**src/rtl/pc_fetch_sequencer.sv**
```systemverilog
// pc_fetch_sequencer
//   Multi-cycle fetch/commit sequencer owning the architectural PC of the
//   LEGv8 datapath. It fetches one instruction over a req/ack handshake,
//   holds it for the datapath until Commit, then loads the next PC
//   (PC+imm for a taken branch, PC+4 otherwise) and refetches.
//
// Parameters
//   TIMEOUT  FETCH cycles without ImemAck before entering FAULT (1..255)
//   INSTR_W  instruction word width
//
// Optional build macro
//   PC_ALIGN_CHECK_EN  when defined, a misaligned next PC (bits [1:0] != 0)
//                      at Commit, or a misaligned StartPC out of reset,
//                      raises Fault instead of being loaded.
//
// Ports
//   CLK, Reset_L              clock (rising edge), synchronous active-low reset
//   StartPC                   PC loaded while in reset
//   Run                       1 = keep fetching, 0 = stop after current instr
//   ImemReq/ImemAddr          fetch request and address (held until ack)
//   ImemAck/ImemData          memory response
//   Instr/InstrValid          latched instruction awaiting Commit
//   Commit                    datapath done; branch controls valid this cycle
//   Branch/Uncondbranch       conditional (CBZ) / unconditional (B) branch
//   ALUZero, SignExtImm64     zero flag and pre-shifted byte offset
//   CurrentPC, InstrCount     architectural PC and retired-instruction count
//   Fault                     sticky fault flag
module pc_fetch_sequencer #(
    parameter int unsigned TIMEOUT = 255,
    parameter int unsigned INSTR_W = 32
) (
    input  logic               CLK,
    input  logic               Reset_L,
    input  logic [63:0]        StartPC,
    input  logic               Run,
    output logic               ImemReq,
    output logic [63:0]        ImemAddr,
    input  logic               ImemAck,
    input  logic [INSTR_W-1:0] ImemData,
    output logic [INSTR_W-1:0] Instr,
    output logic               InstrValid,
    input  logic               Commit,
    input  logic               Branch,
    input  logic               Uncondbranch,
    input  logic               ALUZero,
    input  logic [63:0]        SignExtImm64,
    output logic [63:0]        CurrentPC,
    output logic [31:0]        InstrCount,
    output logic               Fault
);

    typedef enum logic [1:0] {
        IDLE,
        FETCH,
        EXEC,
        FAULT
    } seqState;

    // The counter value seen on the edge that would be the TIMEOUT-th
    // FETCH cycle without an ack.
    localparam logic [7:0] TIMEOUT_LAST = 8'(TIMEOUT - 1);

    seqState              state;
    seqState              stateNext;
    logic [7:0]           timeoutCnt;
    logic                 timeoutHit;
    logic                 takeBranch;
    logic [63:0]          commitPc;
    logic                 commitBad;
    logic                 startBad;

    logic                 imemReqNext;
    logic [63:0]          imemAddrNext;
    logic [INSTR_W-1:0]   instrNext;
    logic                 instrValidNext;
    logic [63:0]          currentPcNext;
    logic [31:0]          instrCountNext;
    logic                 faultNext;
    logic [7:0]           timeoutCntNext;

    assign timeoutHit = (timeoutCnt == TIMEOUT_LAST);
    assign takeBranch = Uncondbranch | (Branch & ALUZero);
    assign commitPc   = takeBranch ? (CurrentPC + SignExtImm64) : (CurrentPC + 64'd4);

`ifdef PC_ALIGN_CHECK_EN
    assign commitBad = |commitPc[1:0];
    // CurrentPC can only be misaligned in IDLE if StartPC was, since a
    // misaligned commit never loads the PC.
    assign startBad  = |CurrentPC[1:0];
`else
    assign commitBad = 1'b0;
    assign startBad  = 1'b0;
`endif

    // State register
    always_ff @(posedge CLK) begin
        if (!Reset_L) begin
            state <= IDLE;
        end else begin
            state <= stateNext;
        end
    end

    // Next-state logic
    always_comb begin
        stateNext = state;
        case (state)
            IDLE: begin
                if (startBad) begin
                    stateNext = FAULT;
                end else if (Run) begin
                    stateNext = FETCH;
                end
            end
            FETCH: begin
                // An ack on the timeout edge still completes the fetch.
                if (ImemAck) begin
                    stateNext = EXEC;
                end else if (timeoutHit) begin
                    stateNext = FAULT;
                end
            end
            EXEC: begin
                if (Commit) begin
                    if (commitBad) begin
                        stateNext = FAULT;
                    end else if (Run) begin
                        stateNext = FETCH;
                    end else begin
                        stateNext = IDLE;
                    end
                end
            end
            FAULT:   stateNext = FAULT;
            default: stateNext = IDLE;
        endcase
    end

    // Output logic: next values for the registered outputs
    always_comb begin
        imemReqNext    = ImemReq;
        imemAddrNext   = ImemAddr;
        instrNext      = Instr;
        instrValidNext = InstrValid;
        currentPcNext  = CurrentPC;
        instrCountNext = InstrCount;
        faultNext      = Fault;
        timeoutCntNext = timeoutCnt;
        case (state)
            IDLE: begin
                imemReqNext    = 1'b0;
                instrValidNext = 1'b0;
                timeoutCntNext = '0;
                if (startBad) begin
                    faultNext = 1'b1;
                end else if (Run) begin
                    imemReqNext  = 1'b1;
                    imemAddrNext = CurrentPC;
                end
            end
            FETCH: begin
                if (ImemAck) begin
                    instrNext      = ImemData;
                    instrValidNext = 1'b1;
                    imemReqNext    = 1'b0;
                    timeoutCntNext = '0;
                end else if (timeoutHit) begin
                    imemReqNext    = 1'b0;
                    faultNext      = 1'b1;
                    timeoutCntNext = '0;
                end else begin
                    timeoutCntNext = timeoutCnt + 8'd1;
                end
            end
            EXEC: begin
                if (Commit) begin
                    instrValidNext = 1'b0;
                    if (commitBad) begin
                        faultNext = 1'b1;
                    end else begin
                        // Zero-bubble refetch: request goes out on the
                        // same edge that loads the new PC.
                        currentPcNext  = commitPc;
                        imemAddrNext   = commitPc;
                        instrCountNext = InstrCount + 32'd1;
                        imemReqNext    = Run;
                        timeoutCntNext = '0;
                    end
                end
            end
            FAULT: begin
                imemReqNext    = 1'b0;
                instrValidNext = 1'b0;
                faultNext      = 1'b1;
            end
            default: begin
                imemReqNext    = 1'b0;
                instrValidNext = 1'b0;
            end
        endcase
    end

    // Output registers
    always_ff @(posedge CLK) begin
        if (!Reset_L) begin
            ImemReq    <= 1'b0;
            ImemAddr   <= StartPC;
            Instr      <= '0;
            InstrValid <= 1'b0;
            CurrentPC  <= StartPC;
            InstrCount <= '0;
            Fault      <= 1'b0;
            timeoutCnt <= '0;
        end else begin
            ImemReq    <= imemReqNext;
            ImemAddr   <= imemAddrNext;
            Instr      <= instrNext;
            InstrValid <= instrValidNext;
            CurrentPC  <= currentPcNext;
            InstrCount <= instrCountNext;
            Fault      <= faultNext;
            timeoutCnt <= timeoutCntNext;
        end
    end

endmodule

```
**config.mk**
```make
export PLATFORM = sky130hd
export DESIGN_NAME = pc_fetch_sequencer
export DESIGN_NICKNAME = d
export VERILOG_FILES = /design/src/rtl/pc_fetch_sequencer.sv
export SDC_FILE = /design/constraint.sdc
export NUM_CORES = 1
export LEC_CHECK = 0
export CORE_AREA = 2 2 153 155
export DETAILED_ROUTE_END_ITERATION = 7
export DIE_AREA = 0 0 155 157
export DONT_BUFFER_PORTS = 1
export PLACE_DENSITY = 0.79
export SLEW_MARGIN = 20
export SYNTH_ARGS = -nofsm -noshare
export SYNTH_HDL_FRONTEND = slang
export SYNTH_SLANG_ARGS = --single-unit
```
**constraint.sdc**
```tcl
create_clock -name CLK -period 5.2 [get_ports CLK]
set_clock_uncertainty 0.15 [all_clocks]
set_input_delay 1.04 -clock CLK [delete_from_list [all_inputs] [get_ports CLK]]
set_output_delay 1.04 -clock CLK [all_outputs]
set_load 0.01 [all_outputs]
```
==> run metrics, run 1 <==
headroom to the max-slew limit 23.6%; Critical path origin CurrentPC[0]; max incr delay on CP 510 ps; Worst R2R End CurrentPC[58]; hold bufs inserted after CTS 0; final max-slew violation count 0; remaining global-route overflow 0; Post-CTS Resized 0; share of synthesized area spent on multiplexers 2.14%; quantity of I/O buffers inserted on ports 0; worst-skew pair later-pin latency 520 ps; async set or reset register ratio after synthesis 0%; flop2flop setup slack 1130 ps; overall via count from detail_route 13.0k; vias in the first global route 12.0k; Die Wd 155 um; CTS tree done; overall die area 0.0243 mm2; number of ports placed on the die boundary 363; most frequent cells after synthesis 221 x sky130_fd_sc_hd__nand2_1, 178 x sky130_fd_sc_hd__a21oi_1, 167 x sky130_fd_sc_hd__nor2_1; cell family contributing the most delay on the critical path compound AO/OA/AOI/OAI gates; CP Data Required Time 5330 ps; Worst R2R Path Depth 13; wire length per cell after detailed routing 21.6 um; part of the power in the clock network 30.2%; leakage 5.51 nW; Syn Inst Count 1,722; DP HPWL 30,700 um; Max-cap violations 0; compound-gate portion of the synthesized area 21.9%; initial antenna violation count 0; fraction of power consumed by combinational cells 26.9%; root buffer selected by CTS sky130_fd_sc_hd__clkbuf_16; total core area 0.0225 mm2; count of buffering cells on the critical path with inverters included 1; sequential group share of total power 42.9%; transition time of the tightest slew-check pin 1150 ps; final hold slack 356 ps; number of enable flip-flop cells after synthesis 128; xor/xnor share of the synthesized area 7.97%; net count after synthesis 1,958; clock edge transition at the registers on the reported setup and hold paths 70 ps; ANT nets after route 0; most repeated cell in the gate-level netlist after synthesis sky130_fd_sc_hd__nand2_1; drt pass-1 iters 6; Critical Path Source Type register; unrepaired setup endpoints after global routing no; # H-tree levels 1; Fin Setup TNS 0 ps; FF-to-FF Start CurrentPC[0]; largest voltage drop on the vdd net 362 uV; share of cells above drive strength 1 6.83%; number of distinct library cells after synthesis 82; Worst Hold Endpoint Instr[30]; most repeated library cell on the critical path sky130_fd_sc_hd__a211oi_2; ys flop type sky130_fd_sc_hd__edfxtp_1; # nets final 1,889; critical path endpoint category register; initial cell density of the core 64.4%; Fmax achieved 0.246 GHz; area leader, netlist sky130_fd_sc_hd__edfxtp_1; std cell rows 55; Post-Syn Area 0.0145 mm2; post-DR vias/cell 6.64; post-synthesis sequential area ratio 37.1%; worst path cell trace ha_1 -> fa_1 -> a211oi_1 -> o21ai_0 -> a211oi_2 -> o311ai_1 -> a211oi_2 -> buf_4 -> o21ai_1 -> and3_1 -> o31ai_1 -> o22ai_1 -> mux2_2; type of the worst min-delay path reg -> reg; number of flip-flops and latches in the synthesized netlist 205; Setup violations, final 0; Final period util 78.3%; clock buffer depth 3; global-route wire length before repair 64,500 um; WP data arrival 4200 ps; critical hold path startpoint Instr[30]; largest net degree at the start of global routing 157; Hold Crit Depth 2; area growth from synthesis to layout 5.21%; final count of hold timing violations 0; crit path time final 4070 ps; height of the chip 157 um; Remaining DRCs 0; last weighted congestion value of the routability-driven placer 0.938; total wire length 42,300 um; critical path start-end classification reg -> reg; number of DRC violations after detailed-routing iteration 0 1,296; total net switching power 1.75 mW; main area contributors after synthesis sky130_fd_sc_hd__edfxtp_1 27%, sky130_fd_sc_hd__dfxtp_1 11%, sky130_fd_sc_hd__a21oi_1 6.1%; CP Max Fanout 5; total number of yosys warnings 0; slowest library cell on the worst path sky130_fd_sc_hd__edfxtp_1; post-CTS setup buffer count 0; dominant combinational cell family by area after synthesis compound AO/OA/AOI/OAI gates; all-layer global routing usage 32.7%; Internal Power 3.33 mW; share of Yosys cell area claimed by the top area cell type 26.5%; antenna cells 0; CTS buffer count 22; Sinks on Clock Net 205; run status finished, final reports clean; average instance area after synthesis 8.42 um2; fraction of power spent switching nets 34.4%; area share of and/or/nand/nor cells after synthesis 21.4%; post-synthesis adder-cell area fraction 5.92%; power density relative to cell area 333 mW/mm2
[worst register-to-register path, cell delays in order (launching register included)]
cell	delay (ps)
sky130_fd_sc_hd__edfxtp_1	510
sky130_fd_sc_hd__ha_1	290
sky130_fd_sc_hd__fa_1	430
sky130_fd_sc_hd__a211oi_1	300
sky130_fd_sc_hd__o21ai_0	160
sky130_fd_sc_hd__a211oi_2	370
sky130_fd_sc_hd__o311ai_1	250
sky130_fd_sc_hd__a211oi_2	220
sky130_fd_sc_hd__buf_4	170
sky130_fd_sc_hd__o21ai_1	110
sky130_fd_sc_hd__and3_1	210
sky130_fd_sc_hd__o31ai_1	220
sky130_fd_sc_hd__o22ai_1	150
sky130_fd_sc_hd__mux2_2	310
[layer usage]
metal	routed length, um	vias to the layer above	GRT usage [%]
met2	19800	689	53.9
met4	1300	0	10.5
li1	-	6110	-
met3	4010	99	6.99
met1	17200	6076	43.3
met5	0	-	0
[how the worst max path moves through the flow]
stage	endpoint	slack, ps	cells past startpoint
floorplan	ImemAddr[0]	380	4
global placement	CurrentPC[58]	740	13
detailed placement	CurrentPC[58]	680	13
CTS	CurrentPC[58]	1140	13
global route	CurrentPC[58]	870	13
finish	CurrentPC[58]	1130	13
[power by group through the flow]
stage | Sequential, mW | Combinational, mW | Clock, mW
after floorplan | 2.14 | 1.07 | 0
after global placement | 2.21 | 1.30 | 0
after detailed placement | 2.21 | 1.33 | 0
after CTS | 2.18 | 1.34 | 1.54
after global routing | 2.20 | 1.50 | 1.60
final | 2.18 | 1.37 | 1.53
[logic make-up after synthesis]
family	after synthesis
compound gates	513
xor+xnor	132
fa+ha+maj	68
buf+inv	130
flops	205
mux	28
simple gates	646
[placed cells by master (no fill, tap or decap), types with 6 or more instances in the layout]
| cell type | instances |
|---|---|
| sky130_fd_sc_hd__nand2_1 | 220 |
| sky130_fd_sc_hd__a21oi_1 | 178 |
| sky130_fd_sc_hd__nor2_1 | 167 |
| sky130_fd_sc_hd__edfxtp_1 | 128 |
| sky130_fd_sc_hd__o21ai_0 | 126 |
| sky130_fd_sc_hd__dfxtp_1 | 77 |
| sky130_fd_sc_hd__xor2_1 | 68 |
| sky130_fd_sc_hd__ha_1 | 67 |
| sky130_fd_sc_hd__xnor2_1 | 64 |
| sky130_fd_sc_hd__nand3_1 | 59 |
| sky130_fd_sc_hd__nand4_1 | 41 |
| sky130_fd_sc_hd__a21o_1 | 38 |
| sky130_fd_sc_hd__a31oi_1 | 35 |
| sky130_fd_sc_hd__o21bai_1 | 29 |
| sky130_fd_sc_hd__inv_1 | 26 |
| sky130_fd_sc_hd__and3_1 | 25 |
| sky130_fd_sc_hd__mux2_2 | 24 |
| sky130_fd_sc_hd__nor2b_1 | 23 |
| sky130_fd_sc_hd__or3_1 | 22 |
| sky130_fd_sc_hd__clkbuf_16 | 22 |
| sky130_fd_sc_hd__nor3_1 | 19 |
| sky130_fd_sc_hd__a211oi_1 | 18 |
| sky130_fd_sc_hd__and2_1 | 13 |
| sky130_fd_sc_hd__o21ai_1 | 11 |
| sky130_fd_sc_hd__and4_1 | 10 |
| sky130_fd_sc_hd__o21a_1 | 9 |
| sky130_fd_sc_hd__o31ai_1 | 9 |
| sky130_fd_sc_hd__buf_4 | 9 |
| sky130_fd_sc_hd__o2bb2ai_1 | 8 |
| sky130_fd_sc_hd__nand2b_1 | 6 |
| sky130_fd_sc_hd__clkbuf_1 | 6 |
[sequential cells by signal, indices dropped and copies added, names as in the netlist]
| signal | cells |
|---|---|
| timeoutCnt | 8 |
| ImemReq | 1 |
| Fault | 1 |
| CurrentPC | 64 |
| InstrValid | 1 |
| ImemAddr | 64 |
| InstrCount | 32 |
| Instr | 32 |
| state | 2 |
[stage by stage]
stage	power, mW	cells	util, %	setup WS (ps)	area (um2)
floorplan	3.21	1722	-	384	14500
global placement	3.51	1914	64.7	737	14600
detailed placement	3.54	1914	64.7	677	14600
CTS	5.06	1954	67.8	1140	15300
global route	5.30	1954	67.8	871	15300
finish	5.08	1954	67.8	1130	15300
[final cells by class]
class / count / area [um2]
flip-flops and latches: 205 / 5390
clock inverters: 9 / 77.6
multi-input cells: 1387 / 8630
fillers: 1847 / 7250
well taps: 285 / 357
repair buffers: 10 / 87.6
inverters: 27 / 104
clock buffers: 31 / 614
Power figures use the tool's default switching activity.
==> run 2: changes to the inputs <==
--- a/config.mk
+++ b/config.mk
@@ -5,11 +5,12 @@
 export SDC_FILE = /design/constraint.sdc
 export NUM_CORES = 1
 export LEC_CHECK = 0
-export CORE_AREA = 2 2 153 155
+export ABC_AREA = 1
+export CORE_AREA = 2 2 174 176
 export DETAILED_ROUTE_END_ITERATION = 7
-export DIE_AREA = 0 0 155 157
+export DIE_AREA = 0 0 176 178
 export DONT_BUFFER_PORTS = 1
-export PLACE_DENSITY = 0.79
+export PLACE_DENSITY = 0.77
 export SLEW_MARGIN = 20
 export SYNTH_ARGS = -nofsm -noshare
 export SYNTH_HDL_FRONTEND = slang
==> constraint.sdc (replaced) <==
create_clock -name CLK -period 3.3 [get_ports CLK]
set_clock_uncertainty 0.15 [all_clocks]
set_input_delay 0.66 -clock CLK [delete_from_list [all_inputs] [get_ports CLK]]
set_output_delay 0.66 -clock CLK [all_outputs]
set_load 0.01 [all_outputs]
==> run metrics, run 2 <==
run status finished, final reports clean; worst setup slack after placement 28.2 ps (-648 ps); largest voltage drop on the vdd net 417 uV (+15%); fraction of the core area covered by cells at the end of the flow 65.0% (-2.8 points); total wire length 71,600 um (+69%); fraction of power consumed by combinational cells 35.1% (+8.2 points); transition time of the tightest slew-check pin 887 ps (-259 ps); headroom to the max-slew limit 40.8% (+17 points); Fin Setup TNS 0 ps (unchanged); number of ports placed on the die boundary 363 (unchanged); FILL cells 2,798 (+51%); Max-cap violations 0 (unchanged); unrepaired setup endpoints after global routing no; area growth from synthesis to layout 9.30%; Remaining DRCs 0 (unchanged); clock edge transition at the registers on the reported setup and hold paths 70 ps (about the same); average instance area after synthesis 6.06 um2 (-28%); remaining global-route overflow 0 (unchanged); leakage 9.76 nW (+77%); Setup violations, final 0 (unchanged); hold bufs inserted after CTS 0 (unchanged); share of cells above drive strength 1 5.73% (-1.1 points); crit path time final 3190 ps (-883 ps); worst-skew pair later-pin latency 500 ps (-20 ps); net count after synthesis 3,123 (+59%); slowest library cell on the worst path sky130_fd_sc_hd__edfxtp_1; drt pass-1 iters 6 (unchanged); critical path start-end classification reg -> reg; count of buffering cells on the critical path with inverters included 0 (-1); fraction of power spent switching nets 39.8% (+5.4 points); Critical path origin CurrentPC[17]; all-layer global routing usage 44.1% (+11 points); flop2flop setup slack 110 ps (-1020 ps); power density relative to cell area 458 mW/mm2 (+38%); part of the power in the clock network 26.5% (-3.7 points); post-synthesis sequential area ratio 30.8% (-6.4 points); Worst R2R Path Depth 14 (+1); FF-to-FF Start CurrentPC[17]; Critical Path Source Type register; final count of hold timing violations 0 (unchanged); Internal Power 5.28 mW (+58%); final critical-path setup slack 112 ps (-1020 ps); largest net degree at the start of global routing 124 (-21%); final max-slew violation count 0 (unchanged); total core area 0.0294 mm2 (+31%); cell family contributing the most delay on the critical path simple AND/OR/NAND/NOR gates; worst path cell trace ha_1 -> nand2_1 -> nor2_1 -> nand2_1 -> nor2_1 -> nand2_1 -> nand3_1 -> nand2_1 -> nand3_1 -> nand2_1 -> nand3_1 -> nand3_1 -> nand2_1 -> nand2_1; sequential group share of total power 38.3% (-4.6 points); Stages on worst setup path 14 (+1); async set or reset register ratio after synthesis 0% (unchanged); root buffer selected by CTS sky130_fd_sc_hd__clkbuf_16; CTS tree done; WP data arrival 3290 ps (-910 ps); Worst R2R End ImemAddr[55]; share of Yosys cell area claimed by the top area cell type 24.1% (-2.4 points); Fmax achieved 0.314 GHz (+28%); initial cell density of the core 59.5% (-4.9 points); quantity of I/O buffers inserted on ports 0 (unchanged); clock buffer depth 3 (unchanged); ANT nets after route 0 (unchanged); largest registers in the final layout CurrentPC x64, ImemAddr x64; most frequent standard cell in the layout excluding fill and tap cells sky130_fd_sc_hd__nand2_1; most used cells in the layout excluding fill and tap cells 1,120 x sky130_fd_sc_hd__nand2_1, 455 x sky130_fd_sc_hd__inv_1, 303 x sky130_fd_sc_hd__nor2_1; area leader, netlist sky130_fd_sc_hd__nand2_1; initial antenna violation count 5 (+5); height of the chip 178 um (+13%); critical path endpoint category register; most repeated cell in the gate-level netlist after synthesis sky130_fd_sc_hd__nand2_1; vias in the first global route 18.3k (+52%); CP Data Required Time 3400 ps (-1930 ps); overall via count from detail_route 19.8k (+53%); number of distinct library cells after synthesis 48 (-41%); Sinks on Clock Net 205 (unchanged); DP HPWL 57,600 um (+87%); last weighted congestion value of the routability-driven placer 1.08 (+15%); number of flip-flops and latches in the synthesized netlist 205 (unchanged); wire length per cell after detailed routing 21.4 um (-0.90%); CP Max Fanout 5 (unchanged); post-CTS setup buffer count 0 (unchanged); type of the worst min-delay path in -> reg; total net switching power 3.49 mW (+100%); Die Wd 176 um (+14%); number of enable flip-flop cells after synthesis 128 (unchanged); most repeated library cell on the critical path sky130_fd_sc_hd__nand2_1; Final period util 96.6% (+18 points); post-DR vias/cell 5.94 (-11%); main area contributors after synthesis sky130_fd_sc_hd__nand2_1 24%, sky130_fd_sc_hd__edfxtp_1 22%, sky130_fd_sc_hd__inv_1 9.8%; number of DRC violations after detailed-routing iteration 0 2,753 (+110%); overall die area 0.0313 mm2 (+29%); # H-tree levels 1 (unchanged); Syn Inst Count 2,887 (+68%); std cell rows 63 (+15%); most frequent cells after synthesis 1,122 x sky130_fd_sc_hd__nand2_1, 456 x sky130_fd_sc_hd__inv_1, 303 x sky130_fd_sc_hd__nor2_1; CTS buffer count 19 (-14%); ys flop type sky130_fd_sc_hd__edfxtp_1; total number of yosys warnings 0 (unchanged); critical path endpoint ImemAddr[55]; # nets final 3,171 (+68%); Post-Syn Area 0.0175 mm2 (+21%); max incr delay on CP 560 ps (+50 ps); global-route wire length before repair 104,000 um (+62%)
-- run 2: changes by cell type after synthesis, sizes merged, moves of 24 or more --
cell,change
a21o,-40
a21oi,-60
a31oi,-32
and3,-25
clkbuf,-31
inv,+432
mux2,-24
nand2,+907
nand3,+112
nor2,+145
nor3,+36
o21bai,-27
xnor2,-55
-- run 2: kinds of logic after synthesis --
| logic type | count (synthesis) | share of synthesized area [%] |
|---|---|---|
| buf+inv | 520 | 11.2 |
| simple gates | 1748 | 41.3 |
| flops | 205 | 30.8 |
| xor+xnor | 62 | 3.10 |
| compound gates | 281 | 8.52 |
| fa+ha+maj | 68 | 4.91 |
| mux | 3 | 0.172 |
-- run 2: how the worst min path moves through the flow --
stage | startpoint | end | slack [ps] | depth (start not counted)
finish | ImemData[2] | Instr[2] | 140 | 2
global route | ImemData[2] | Instr[2] | 150 | 2
CTS | Reset_L | InstrCount[27] | 150 | 2
detailed placement | timeoutCnt[7] | timeoutCnt[7] | 340 | 2
global placement | timeoutCnt[7] | timeoutCnt[7] | 310 | 2
floorplan | timeoutCnt[7] | timeoutCnt[7] | 300 | 2
-- run 2: layout make-up --
type / count / area, um2 / share of cell area, %
Inverter: 461 / 1730 / 9.06
Multi-Input combinational cell: 2162 / 10200 / 53.2
Timing Repair Buffer: 86 / 696 / 3.64
Antenna cell: 4 / 10.0 / 0.0524
Tap cell: 390 / 488 / 2.55
Clock buffer: 26 / 553 / 2.89
Clock inverter: 7 / 85.1 / 0.445
Sequential cell: 205 / 5390 / 28.2
-- run 2: metrics by stage --
step | power (mW) | instances | area, um2 | hold slack (ps)
floorplan | 5.21 | 2887 | 17500 | 302
global placement | 6.26 | 3304 | 18500 | 310
detailed placement | 6.31 | 3304 | 18500 | 343
CTS | 8.59 | 3337 | 19100 | 148
global route | 9.09 | 3340 | 19100 | 148
finish | 8.77 | 3341 | 19100 | 143
-- run 2: repair_timing --
action / 4_1_cts / 5_1_grt
endpoints found under the setup margin: 0 / 2
gates resized for setup: 0 / 2
hold endpoints to repair: 0 / 0
-- run 2: power by group through the flow --
stage	combinational [mW]	clock [mW]	sequential (mW)
2_1_floorplan	1.84	0	3.37
3_3_place_gp	2.87	0	3.39
3_5_place_dp	2.93	0	3.39
4_1_cts	2.94	2.31	3.34
5_1_grt	3.34	2.39	3.36
6_report	3.08	2.33	3.36
-- run 2: per-layer routing --
| metal | track usage [%] | wire [um] |
|---|---|---|
| met4 | 18.5 | 3640 |
| met2 | 69.5 | 30500 |
| met1 | 56.4 | 26600 |
| met5 | 0 | 0 |
| met3 | 13.7 | 10800 |
